==> src/rtl/ads_sample_avg.sv <==
// ads_sample_avg: boxcar decimator for ADS868x conversion words.
// Averages 2**LOG2N signed samples and offers the result on a valid/ready port.
module ads_sample_avg #(
    parameter int LOG2N      = 4,
    parameter bit OFFSET_BIN = 1'b1
) (
    input  logic             clk_ref,
    input  logic             sys_rst,
    input  logic             en,
    input  logic             din_valid,
    input  logic [15:0]      din,
    input  logic             clr_ovr,
    output logic             dout_valid,
    output logic [15:0]      dout,
    input  logic             dout_ready,
    output logic             overrun,
    output logic [LOG2N-1:0] sample_cnt
);

    localparam int ACC_W = 16 + LOG2N;
    localparam logic [LOG2N-1:0] LAST = '1;
    localparam logic [LOG2N-1:0] ONE  = LOG2N'(1);

    logic                    dv_q;
    logic                    capture;
    logic                    last_sample;
    logic                    load;
    logic                    accept;
    logic signed [15:0]      s;
    logic signed [ACC_W-1:0] acc;
    logic signed [ACC_W-1:0] acc_sum;
    logic [15:0]             avg;

    // One capture per rising edge of the level-qualified word strobe.
    assign capture     = din_valid & ~dv_q;
    assign last_sample = (sample_cnt == LAST);
    assign load        = capture & en & last_sample;
    assign accept      = dout_valid & dout_ready;

    assign s       = OFFSET_BIN ? {~din[15], din[14:0]} : din;
    assign acc_sum = acc + {{LOG2N{s[15]}}, s};
    // Dropping the low LOG2N bits is an arithmetic shift (floor).
    assign avg     = acc_sum[LOG2N +: 16];

    always_ff @(posedge clk_ref or posedge sys_rst) begin
        if (sys_rst) begin
            dv_q <= 1'b0;
        end else begin
            dv_q <= din_valid;
        end
    end

    always_ff @(posedge clk_ref or posedge sys_rst) begin
        if (sys_rst) begin
            acc        <= '0;
            sample_cnt <= '0;
        end else if (!en) begin
            acc        <= '0;
            sample_cnt <= '0;
        end else if (capture) begin
            if (last_sample) begin
                acc        <= '0;
                sample_cnt <= '0;
            end else begin
                acc        <= acc_sum;
                sample_cnt <= sample_cnt + ONE;
            end
        end
    end

    always_ff @(posedge clk_ref or posedge sys_rst) begin
        if (sys_rst) begin
            dout_valid <= 1'b0;
            dout       <= '0;
        end else if (load) begin
            dout_valid <= 1'b1;
            dout       <= avg;
        end else if (accept) begin
            dout_valid <= 1'b0;
        end
    end

    // A fresh overrun event takes priority over the clear.
    always_ff @(posedge clk_ref or posedge sys_rst) begin
        if (sys_rst) begin
            overrun <= 1'b0;
        end else if (load && dout_valid && !dout_ready) begin
            overrun <= 1'b1;
        end else if (clr_ovr) begin
            overrun <= 1'b0;
        end
    end

endmodule

==> config.mk <==
export PLATFORM = sky130hd
export DESIGN_NAME = ads_sample_avg
export DESIGN_NICKNAME = d
export VERILOG_FILES = /design/src/rtl/ads_sample_avg.sv
export SDC_FILE = /design/constraint.sdc
export NUM_CORES = 1
export LEC_CHECK = 0
export ABC_AREA = 1
export CORE_UTILIZATION = 28
export CTS_CLUSTER_SIZE = 24
export DETAILED_ROUTE_END_ITERATION = 8
export GPL_TIMING_DRIVEN = 0
export MAX_ROUTING_LAYER = met4
export RECOVER_POWER = 100
export SLEW_MARGIN = 20
export SYNTH_ARGS = -nofsm -noshare
export SYNTH_HDL_FRONTEND = slang
export SYNTH_SLANG_ARGS = --single-unit
==> constraint.sdc <==
create_clock -name clk_ref -period 3.3 [get_ports clk_ref]
set_input_delay 0.33 -clock clk_ref [delete_from_list [all_inputs] [get_ports clk_ref]]
set_output_delay 0.33 -clock clk_ref [all_outputs]
set_load 0.05 [all_outputs]
==> Word-level counts from Yosys, hierarchy flattened <==
Index checks and enable logic that the tools add are counted.
{ "word_totals": {"ff_bits": 43, "input_bits": 22, "wordCells": 31} }
{ "op_classes": {"addsub": 2, "n_eq_ne": 2, "n_mux": 10, "bitwise_logic": 6, "reduce_logical": 5} }
{ "op_table": {"columns": ["op", "count"], "rows": [
  ["two-way mux 20 bit", 3],
  ["adder 20 bit", 1],
  ["two-way mux 4 bit", 3],
  ["adder 4 x 1 -> 4 bit (second input constant)", 1],
  ["bitwise AND 1 bit", 4],
  ["== test 4 bit (second input constant)", 1],
  ["two-way mux 1 bit", 4],
  ["nonzero test 2 bit", 2],
  ["logical AND 1 bit", 2],
  ["inequality test 2 x 1 -> 1 bit (second input constant)", 1],
  ["NOT 1 bit", 2],
  ["zero test 1 bit", 1]
]} }

==> Longest topological paths before layout <==
Gate-level depths: netlist (run 1).
{ "logic_depth": {"depth_word": 7, "depth_mapped": 13} }

==> Worst setup path before layout (run 1) <==
OpenSTA, ideal clock, no wires.
{ "synth_path": {"path_type": "register to register", "start": "reg acc[0]", "end": "reg dout[12]", "setup_ns": 0.118, "arrival_time_ns": 1.603, "required_time_ns": 3.182, "slack_ns": 1.579, "path_stages_with_launch": 14, "path_buffers": 0, "synth_period_minus_slack_ns": 1.721, "path_cell_list": "dfrtp_1 ha_1 inv_1 fa_1 inv_1 nand3_1 nand3_1 nand2_1 nand2_1 nand2_1 nand2_1 nand2_1 nand3_1 nand2_1"} }
{ "synth_via": {"elab_chain_cells": 1} }
{ "synth_lines": {"columns": ["item", "line_no", "source"], "rows": [
  ["start: declaration", "30", "logic signed [ACC_W-1:0] acc;"],
  ["start signal: assignment", "65", "acc <= acc_sum;"],
  ["adder 20 bit", "41", "assign acc_sum = acc + {{LOG2N{s[15]}}, s};"],
  ["end signal: assignment", "77", "dout <= avg;"],
  ["end: declaration", "14", "output logic [15:0] dout,"]
]} }
Every way passes these cells.
A chain may end at the register's enable or synchronous reset.

==> Worst setup path in the final report (run 1) <==
{ "layout_path": {"start": "in din_valid", "end": "reg dout[0]"} }
{ "layout_via": {"elab_chain_cells": 3} }
{ "layout_lines": {"columns": ["item", "line_no", "source"], "rows": [
  ["start: declaration", "10", "input logic din_valid,"],
  ["bitwise AND 1 bit", "35", "assign capture = din_valid & ~dv_q;"],
  ["bitwise AND 1 bit (2 in a row)", "37", "assign load = capture & en & last_sample;"]
]} }
Every way passes these cells.

==> results of run 1 <==
-- layout make-up --
type                    instances  area, um^2
fillers                      1045        6350
multi-input cells             306        1560
flip-flops and latches         43        1080
repair buffers                 44         434
inverters                      48         180
well taps                     133         166
clock buffers                   7        76.3
plain buffers                   5        20.0
clock inverters                 1        5.00
-- power groups by stage --
stage / sequential, uW / combinational, uW / clock [uW]
2_1_floorplan: 570 / 209 / 0
3_3_place_gp: 568 / 289 / 0
3_5_place_dp: 569 / 297 / 0
4_1_cts: 558 / 300 / 349
5_1_grt: 561 / 334 / 364
6_report: 558 / 291 / 344
-- worst max path at each step --
stage / startpoint / to / slack, ns / cells past startpoint
final: din_valid / dout[0] / 0.80 / 9
after global routing: din_valid / dout[4] / 0.51 / 9
after CTS: din[0] / acc[16] / 1.12 / 14
after detailed placement: din[0] / acc[16] / 0.81 / 14
after global placement: din[0] / dout[12] / 0.83 / 14
after floorplan: acc[0] / dout[12] / 1.58 / 13
-- flip-flops by register name, indices dropped and copies added (netlist names) --
register	cells
dout_valid	1
dout	16
sample_cnt	4
acc	20
dv_q	1
overrun	1
-- critical path, cell delays in order --
cell and delay, ns:
dlygate4sd3_1 0.55, nand2_1 0.07, nor2_1 0.18, inv_1 0.08, nor2_1 0.60, inv_1 0.38
clkbuf_1 0.33, nand2_1 0.12, nand2_1 0.05
-- per-layer routing --
metal | part of all wire | track usage | vias up | wire length, um
met5 | 0 | - | - | 0
met4 | 0.019 | 0.0585 | 0 | 136
met3 | 0.042 | 0.0278 | 17 | 298
met2 | 0.45 | 0.243 | 59 | 3170
met1 | 0.49 | 0.185 | 1210 | 3490
li1 | - | - | 1374 | -
-- placed cells by master (no fill, tap or decap), drive strengths merged, types with 6 or more instances in the layout --
cell type	netlist	layout
a21oi	14	14
clkbuf	1	12
clkdlybuf4s50	0	17
dfrtp	43	43
dlygate4sd3	0	26
ha	20	20
inv	48	48
nand2	171	171
nand3	38	38
nand3b	9	9
nor2	26	26
o21ai	6	6
xor2	6	6
-- stage by stage --
| stage | setup slack [ns] | hold WS, ns | util | cell area [um^2] |
|---|---|---|---|---|
| finish | 0.797 | 0.476 | 0.356 | 3520 |
| global route | 0.513 | 0.502 | 0.356 | 3520 |
| CTS | 1.12 | 0.401 | 0.362 | 3570 |
| detailed placement | 0.813 | 0.467 | 0.354 | 3490 |
| global placement | 0.830 | 0.461 | 0.351 | 3460 |
| floorplan | 1.58 | 0.361 | - | 2860 |
-- logic make-up (layout without fill, tap and decap cells) --
group,after synthesis,count (layout),synth area share
compound gates,28,28,0.0603
xor+xnor,8,8,0.0245
simple gates,249,249,0.372
fa+ha+maj,21,21,0.0944
buf+inv,53,105,0.0734
flops,43,43,0.376
==> impl_metrics.tcl, run 1 <==
set metrics [dict create \
    status "finished clean" \
    p_leak_uw 0.00198 \
    startpoint_type "primary input" \
    root_buffer "clkbuf_8" \
    hp-class "reg -> reg" \
    postSynthCellCount 402 \
    pwr-share-seq 0.468 \
    die_y_um 103 \
    cp_max_fo 10 \
    final_layout_size_suffix_gt1_frac 0.0352 \
    syn-cell-area_um2 2860 \
    hold_viol 0 \
    avgViaCountPerCell 4.53 \
    required_ns 3.51 \
    fmax_mhz 400 \
    start_util 0.290 \
    syn_avg_cell_area_um2 7.12 \
    synth_common_cells "168 x nand2_1, 45 x inv_1, 43 x dfrtp_1" \
    grt_antenna_before_repair 0 \
    nets 496 \
    r2r_cells 7 \
    drt-total-wl_mm 7.09 \
    drc_errors 0 \
    worstHoldPathCells 2 \
    internal-power_uw 805 \
    area_growth_pct 22.8 \
    r2r_setup_slack_ns 0.95 \
    cts_sinks 43 \
    num_vias 2660 \
    yosys-top-cells-area "dfrtp_1 38%, nand2_1 22%, ha_1 8.7%" \
    ctsLongestPathBuffers 2 \
    cts_hold_buf 0 \
    row_count 36 \
    yosys_most_used_dff "dfrtp_1" \
    ir_worst_vdd_v 0.000138 \
    combPwrFrac 0.244 \
    synth-edff-count 0 \
    netlist.area_leader.share 0.376 \
    endpoint_kind "flip-flop" \
    min_from "dout[1]" \
    numCtsBuffers 5 \
    track_usage 0.150 \
    fin_setup_tns_ns 0 \
    whs_endpoint "dout[1]" \
    io_pins 44 \
    switching_power_uw 388 \
    yosysSeqAreaShare 0.376 \
    grt_pass1_wl_mm 11.9 \
    synth_top_area_cell "dfrtp_1" \
    synth_nets 445 \
    async_reset_ff_frac 1.00 \
    die-area_um2 10600 \
    clk_pin_slew_ns 0.08 \
    globalplace.congestion 0.867 \
    grt_max_degree 24 \
    post_cts_buffers 0 \
    power.density_nw_per_um2 339 \
    clkPwrFrac 0.289 \
    setup_viol 0 \
    stdcell_count 587 \
    clock_latency_ns 0.31 \
    diodes 0 \
    place_inst 579 \
    yosys.cell_types.count 30 \
    fp.dieW_um 103 \
    fin_crit_sh 0.758 \
    wl_per_cell_um 12.1 \
    p_total_uw 1190 \
    dr.pass1.iters 4 \
    drt-initial-drc-count 90 \
    rsz0062_at_grt "false" \
    regToRegStartpoint "sample_cnt[0]" \
    criticalPathCategory "in -> reg" \
    cts_resized 0 \
    drv_cap 0 \
    hpwl_mm 5.52 \
    grt_overflow 0 \
    maxSlewHeadroom 0.206 \
    yosysWarnings 0 \
    slew_viol_final 0 \
    numPortBuffers 43 \
    synth_most_common_cell "nand2_1" \
    worstPathArrival_ns 2.71 \
    grt_pass1_vias 2653 \
    htreeDepth 2 \
    skew_ns 0.00568 \
    r2r-end "dout[0]" \
    ys_ff_latch 43 \
    ant_nets 0 \
    tritoncts "done" \
    worstMarginPinSlew_ns 1.19 \
    swShare 0.325 \
    coreArea_um2 9860 \
    min_period_ns 2.50 \
]
(Power assumes the default switching activity.)
==> run 2: changes to the inputs <==
==> constraint.sdc (replaced) <==
create_clock -name clk_ref -period 2.2 [get_ports clk_ref]
set_input_delay 0.22 -clock clk_ref [delete_from_list [all_inputs] [get_ports clk_ref]]
set_output_delay 0.22 -clock clk_ref [all_outputs]
set_load 0.05 [all_outputs]
==> impl_metrics.tcl, run 2 (same netlist as run 1, synthesis figures left out) <==
set metrics [dict create \
    slew_viol_final 0 \
    area_growth_pct 23.0 \
    min_period_ns 2.08 \
    ant_nets 0 \
    numPortBuffers 43 \
    track_usage 0.150 \
    grt_antenna_before_repair 0 \
    criticalPathCategory "in -> reg" \
    tritoncts "done" \
    dr.pass1.iters 4 \
    slowest_stage "clkdlybuf4s50_1" \
    htreeDepth 2 \
    cts_sinks 43 \
    start_util 0.290 \
    die-area_um2 10600 \
    hp-class "reg -> reg" \
    root_buffer "clkbuf_8" \
    cp_common_cell "nand2_1" \
    status "finished clean" \
    maxSlewHeadroom 0.425 \
    post_cts_buffers 0 \
    cts_resized 0 \
    clock_latency_ns 0.31 \
    skew_ns 0.00544 \
    cp_max_fo 3 \
    coreArea_um2 9860 \
    switching_power_uw 581 \
    largest_register_ffs 20 \
    fp.dieW_um 103 \
    grt_max_degree 24 \
    combPwrFrac 0.243 \
    whs_ns 0.476 \
    clkPwrFrac 0.288 \
    crit_chain "clkdlybuf4s50_1, ha_1, inv_1, fa_1, inv_1, nand3_1, nand3_1, nand2_1, nand2_1, nand2_1, nand2_1, nand2_1, nand3_1, nand2_1" \
    numCtsBuffers 5 \
    fin_crit_sh 0.943 \
    clk_pin_slew_ns 0.09 \
    drv_cap 0 \
    diodes 0 \
    num_vias 2656 \
    worstPathArrival_ns 2.28 \
    post-place-ws_ns -0.177 \
    required_ns 2.40 \
    cts_hold_buf 0 \
    final_layout_size_suffix_gt1_frac 0.0419 \
    endpoint_kind "flip-flop" \
    worstMarginPinSlew_ns 0.861 \
    final_cell_mix "170 x nand2_1, 47 x inv_1, 43 x dfrtp_1, 37 x nand3_1, 25 x dlygate4sd3_1" \
    globalplace.congestion 0.867 \
    grt_pass1_vias 2653 \
    final_common_cell "nand2_1" \
    row_count 36 \
    ctsLongestPathBuffers 2 \
    grt_overflow 0 \
    power.density_nw_per_um2 508 \
    wl_per_cell_um 12.1 \
    startpoint_type "primary input" \
    largest_register "acc" \
    swShare 0.325 \
    rsz0062_at_grt "false" \
    io_pins 44 \
    hpwl_mm 5.52 \
    setup_viol 0 \
    drt-total-wl_mm 7.08 \
    cp_slowest_stage_delay_ns 0.47 \
    p_leak_uw 0.00198 \
    top_regs "acc (20), dout (16), sample_cnt (4)" \
    fin_ws_ns 0.125 \
    drc_errors 0 \
    grt_pass1_wl_mm 11.9 \
    fmax_mhz 482 \
    internal-power_uw 1210 \
    die_y_um 103 \
    hold_viol 0 \
    drt-initial-drc-count 87 \
    avgViaCountPerCell 4.52 \
    ir_worst_vdd_v 0.000208 \
    nets 496 \
    pwr-share-seq 0.468 \
]
[run 2: final timing paths]
path                          from  slack (ns)  depth (start not counted)            end
max reg2reg                 acc[0]        0.14                         13        acc[16]
max                         din[0]        0.12                         14        acc[16]
max in group asynchronous  sys_rst        0.63                          3     dout_valid
min in group asynchronous  sys_rst        0.52                          2  sample_cnt[2]
min reg2reg                dout[1]        0.48                          2        dout[1]
min                        dout[1]        0.48                          2        dout[1]
[run 2: per-layer routing]
metal  GRT usage  part of all wire  up-vias
met5           -                 0        -
met4      0.0585             0.019        0
met3      0.0278             0.042       18
met2       0.243              0.45       58
met1       0.185              0.49     1205
li1            -                 -     1375
[run 2: worst max-delay path, delay by kind of cell]
family                   cells  cell delay (ns)
buffers and inverters        3             0.66
AND/OR/NAND/NOR              9             0.78
adder cells (fa/ha/maj)      2             0.61
[run 2: per-stage QoR]
| step | TNS, ns | instance area (um^2) | total power, uW | utilization | std cells |
|---|---|---|---|---|---|
| global route | 0 | 3520 | 1890 | 0.357 | 587 |
| finish | 0 | 3520 | 1790 | 0.357 | 587 |
| CTS | 0 | 3570 | 1810 | 0.362 | 587 |
| global placement | -2.01 | 3460 | 1280 | 0.351 | 578 |
| detailed placement | -0.814 | 3490 | 1300 | 0.354 | 579 |
| floorplan | 0 | 2860 | 1170 | - | 402 |
[run 2: final cells by class]
cell class,instances,area [um^2]
well taps,133,166
plain buffers,5,28.8
repair buffers,44,435
clock buffers,7,76.3
fillers,1046,6340
clock inverters,1,5.00
flip-flops and latches,43,1080
inverters,48,180
multi-input cells,306,1560
[run 2: power groups by stage]
stage / clock network (uW) / logic (uW) / registers [uW]
after floorplan: 0 / 313 / 855
after global placement: 0 / 433 / 851
after global routing: 546 / 500 / 841
after CTS: 523 / 449 / 838
final: 516 / 435 / 837
after detailed placement: 0 / 446 / 853
==> run 3: changes to the inputs <==
--- a/config.mk
+++ b/config.mk
@@ -11,7 +11,7 @@
 export DETAILED_ROUTE_END_ITERATION = 8
 export GPL_TIMING_DRIVEN = 0
 export MAX_ROUTING_LAYER = met4
-export RECOVER_POWER = 100
+export RECOVER_POWER = 50
 export SLEW_MARGIN = 20
 export SYNTH_ARGS = -nofsm -noshare
 export SYNTH_HDL_FRONTEND = slang
==> impl_metrics.tcl, run 3 (same netlist as run 1, synthesis figures left out) <==
set metrics [dict create \
    critical_path.top_delay_family "simple AND/OR/NAND/NOR gates" \
    cts_resized 0 \
    drt-total-wl_mm 7.07 \
    final_cell_mix "168 x nand2_1, 46 x inv_1, 43 x dfrtp_1, 38 x clkdlybuf4s50_1, 35 x nand3_1" \
    cp_max_fo 3 \
    post_cts_buffers 0 \
    drv_cap 0 \
    setup_viol 0 \
    place_inst 579 \
    cp_slowest_stage_delay_ns 0.47 \
    coreArea_um2 9860 \
    endpoint_kind "flip-flop" \
    die_y_um 103 \
    hp-class "reg -> reg" \
    worstMarginPinSlew_ns 0.863 \
    cts_sinks 43 \
    worstPathArrival_ns 2.28 \
    track_usage 0.150 \
    globalplace.congestion 0.867 \
    grt_overflow 0 \
    largest_register_ffs 20 \
    fp.dieW_um 103 \
    drt-initial-drc-count 90 \
    grt_max_degree 24 \
    io_pins 44 \
    criticalPathCategory "in -> reg" \
    required_ns 2.40 \
    wl_per_cell_um 12.0 \
    grt_pass1_wl_mm 11.9 \
    crit_buf_inv 3 \
    grt_pass1_vias 2653 \
    clock_latency_ns 0.31 \
    num_vias 2658 \
    ctsLongestPathBuffers 2 \
    p_leak_uw 0.00193 \
    numCtsBuffers 5 \
    numPortBuffers 43 \
    root_buffer "clkbuf_8" \
    dr.pass1.iters 4 \
    drc_errors 0 \
    htreeDepth 2 \
    cp_common_cell "nand2_1" \
    stdcell_count 587 \
    die-area_um2 10600 \
    ir_worst_vdd_v 0.000204 \
    slew_viol_final 0 \
    largest_register "acc" \
    start_util 0.290 \
    ant_nets 0 \
    maxSlewHeadroom 0.424 \
    area_growth_pct 23.8 \
    cts_hold_buf 0 \
    fmax_mhz 481 \
    fillerInstances 1040 \
    status "finished clean" \
    crit_chain "clkdlybuf4s50_1, ha_1, inv_1, fa_1, inv_1, nand3_1, nand3_1, nand2_1, nand2_1, nand2_1, nand2_1, nand2_1, nand3_1, nand2_1" \
    slowest_stage "clkdlybuf4s50_1" \
    final_layout_size_suffix_gt1_frac 0.0551 \
    power.density_nw_per_um2 505 \
    startpoint_type "primary input" \
    tritoncts "done" \
    top_regs "acc (20), dout (16), sample_cnt (4)" \
    hold_viol 0 \
    fin_setup_tns_ns 0 \
    avgViaCountPerCell 4.53 \
    hpwl_mm 5.52 \
    diodes 0 \
    row_count 36 \
    nets 496 \
    min_period_ns 2.08 \
    rsz0062_at_grt "false" \
    fin_crit_sh 0.945 \
    final_common_cell "nand2_1" \
    skew_ns 0.00526 \
    grt_antenna_before_repair 0 \
    clk_pin_slew_ns 0.09 \
]
run 3: cell count changes in the layout (fill, tap and decap cells not counted), sizes merged:
cell / previous run / this run
clkdlybuf4s50: 18 / 38
dlygate4sd3: 25 / 5
buf: 2 / 3
clkbuf: 11 / 10
run 3: worst paths after layout:
check / from / endpoint / slack (ns) / cells past startpoint
min reg2reg: dout[1] / dout[1] / 0.48 / 2
max in group asynchronous: sys_rst / dout_valid / 0.63 / 3
min: dout[1] / dout[1] / 0.48 / 2
max: din[0] / acc[16] / 0.12 / 14
max reg2reg: acc[0] / acc[16] / 0.14 / 13
min in group asynchronous: sys_rst / sample_cnt[2] / 0.52 / 2
run 3: area by class of cell:
cell class                      count  area, um^2  share of cell area
Tap cell                          133         166              0.0469
Buffer                              5        28.8             0.00812
Sequential cell                    43        1080               0.303
Clock inverter                      1        5.00             0.00141
Timing Repair Buffer               44         435               0.123
Inverter                           48         180              0.0508
Clock buffer                        7        76.3              0.0215
Multi-Input combinational cell    306        1580               0.445
run 3: metrics by stage:
stage	power, uW	setup WS (ns)	util	hold WS, ns	area, um^2
5_1_grt	1890	0.0214	0.359	0.498	3550
3_5_place_dp	1300	-0.177	0.354	0.467	3490
4_1_cts	1810	0.126	0.362	0.291	3570
3_3_place_gp	1280	-0.160	0.351	0.461	3460
6_report	1790	0.121	0.359	0.481	3550
2_1_floorplan	1170	0.479	-	0.251	2860
run 3: report_power, final:
| group | leakage [uW] | switching [uW] | internal, uW |
|---|---|---|---|
| sequential | 0.000590 | 18.5 | 819 |
| clock | 0.0000422 | 291 | 224 |
| combinational | 0.00130 | 272 | 168 |
| total | 0.00193 | 582 | 1210 |
run 3: per-layer routing:
layer / wire length [um] / part of all wire / GRT usage / vias up
met5: 0 / 0 / - / -
met4: 136 / 0.019 / 0.0585 / 0
met3: 306 / 0.043 / 0.0278 / 18
met2: 3160 / 0.45 / 0.243 / 61
met1: 3470 / 0.49 / 0.185 / 1206
li1: - / - / - / 1373
run 3: worst register-to-register path, stage by stage (launching register included):
cell and delay, ns:
dfrtp_1 0.36, ha_1 0.20, inv_1 0.07, fa_1 0.41, inv_1 0.13, nand3_1 0.08, nand3_1 0.12, nand2_1 0.07
nand2_1 0.14, nand2_1 0.11, nand2_1 0.07, nand2_1 0.06, nand3_1 0.07, nand2_1 0.06
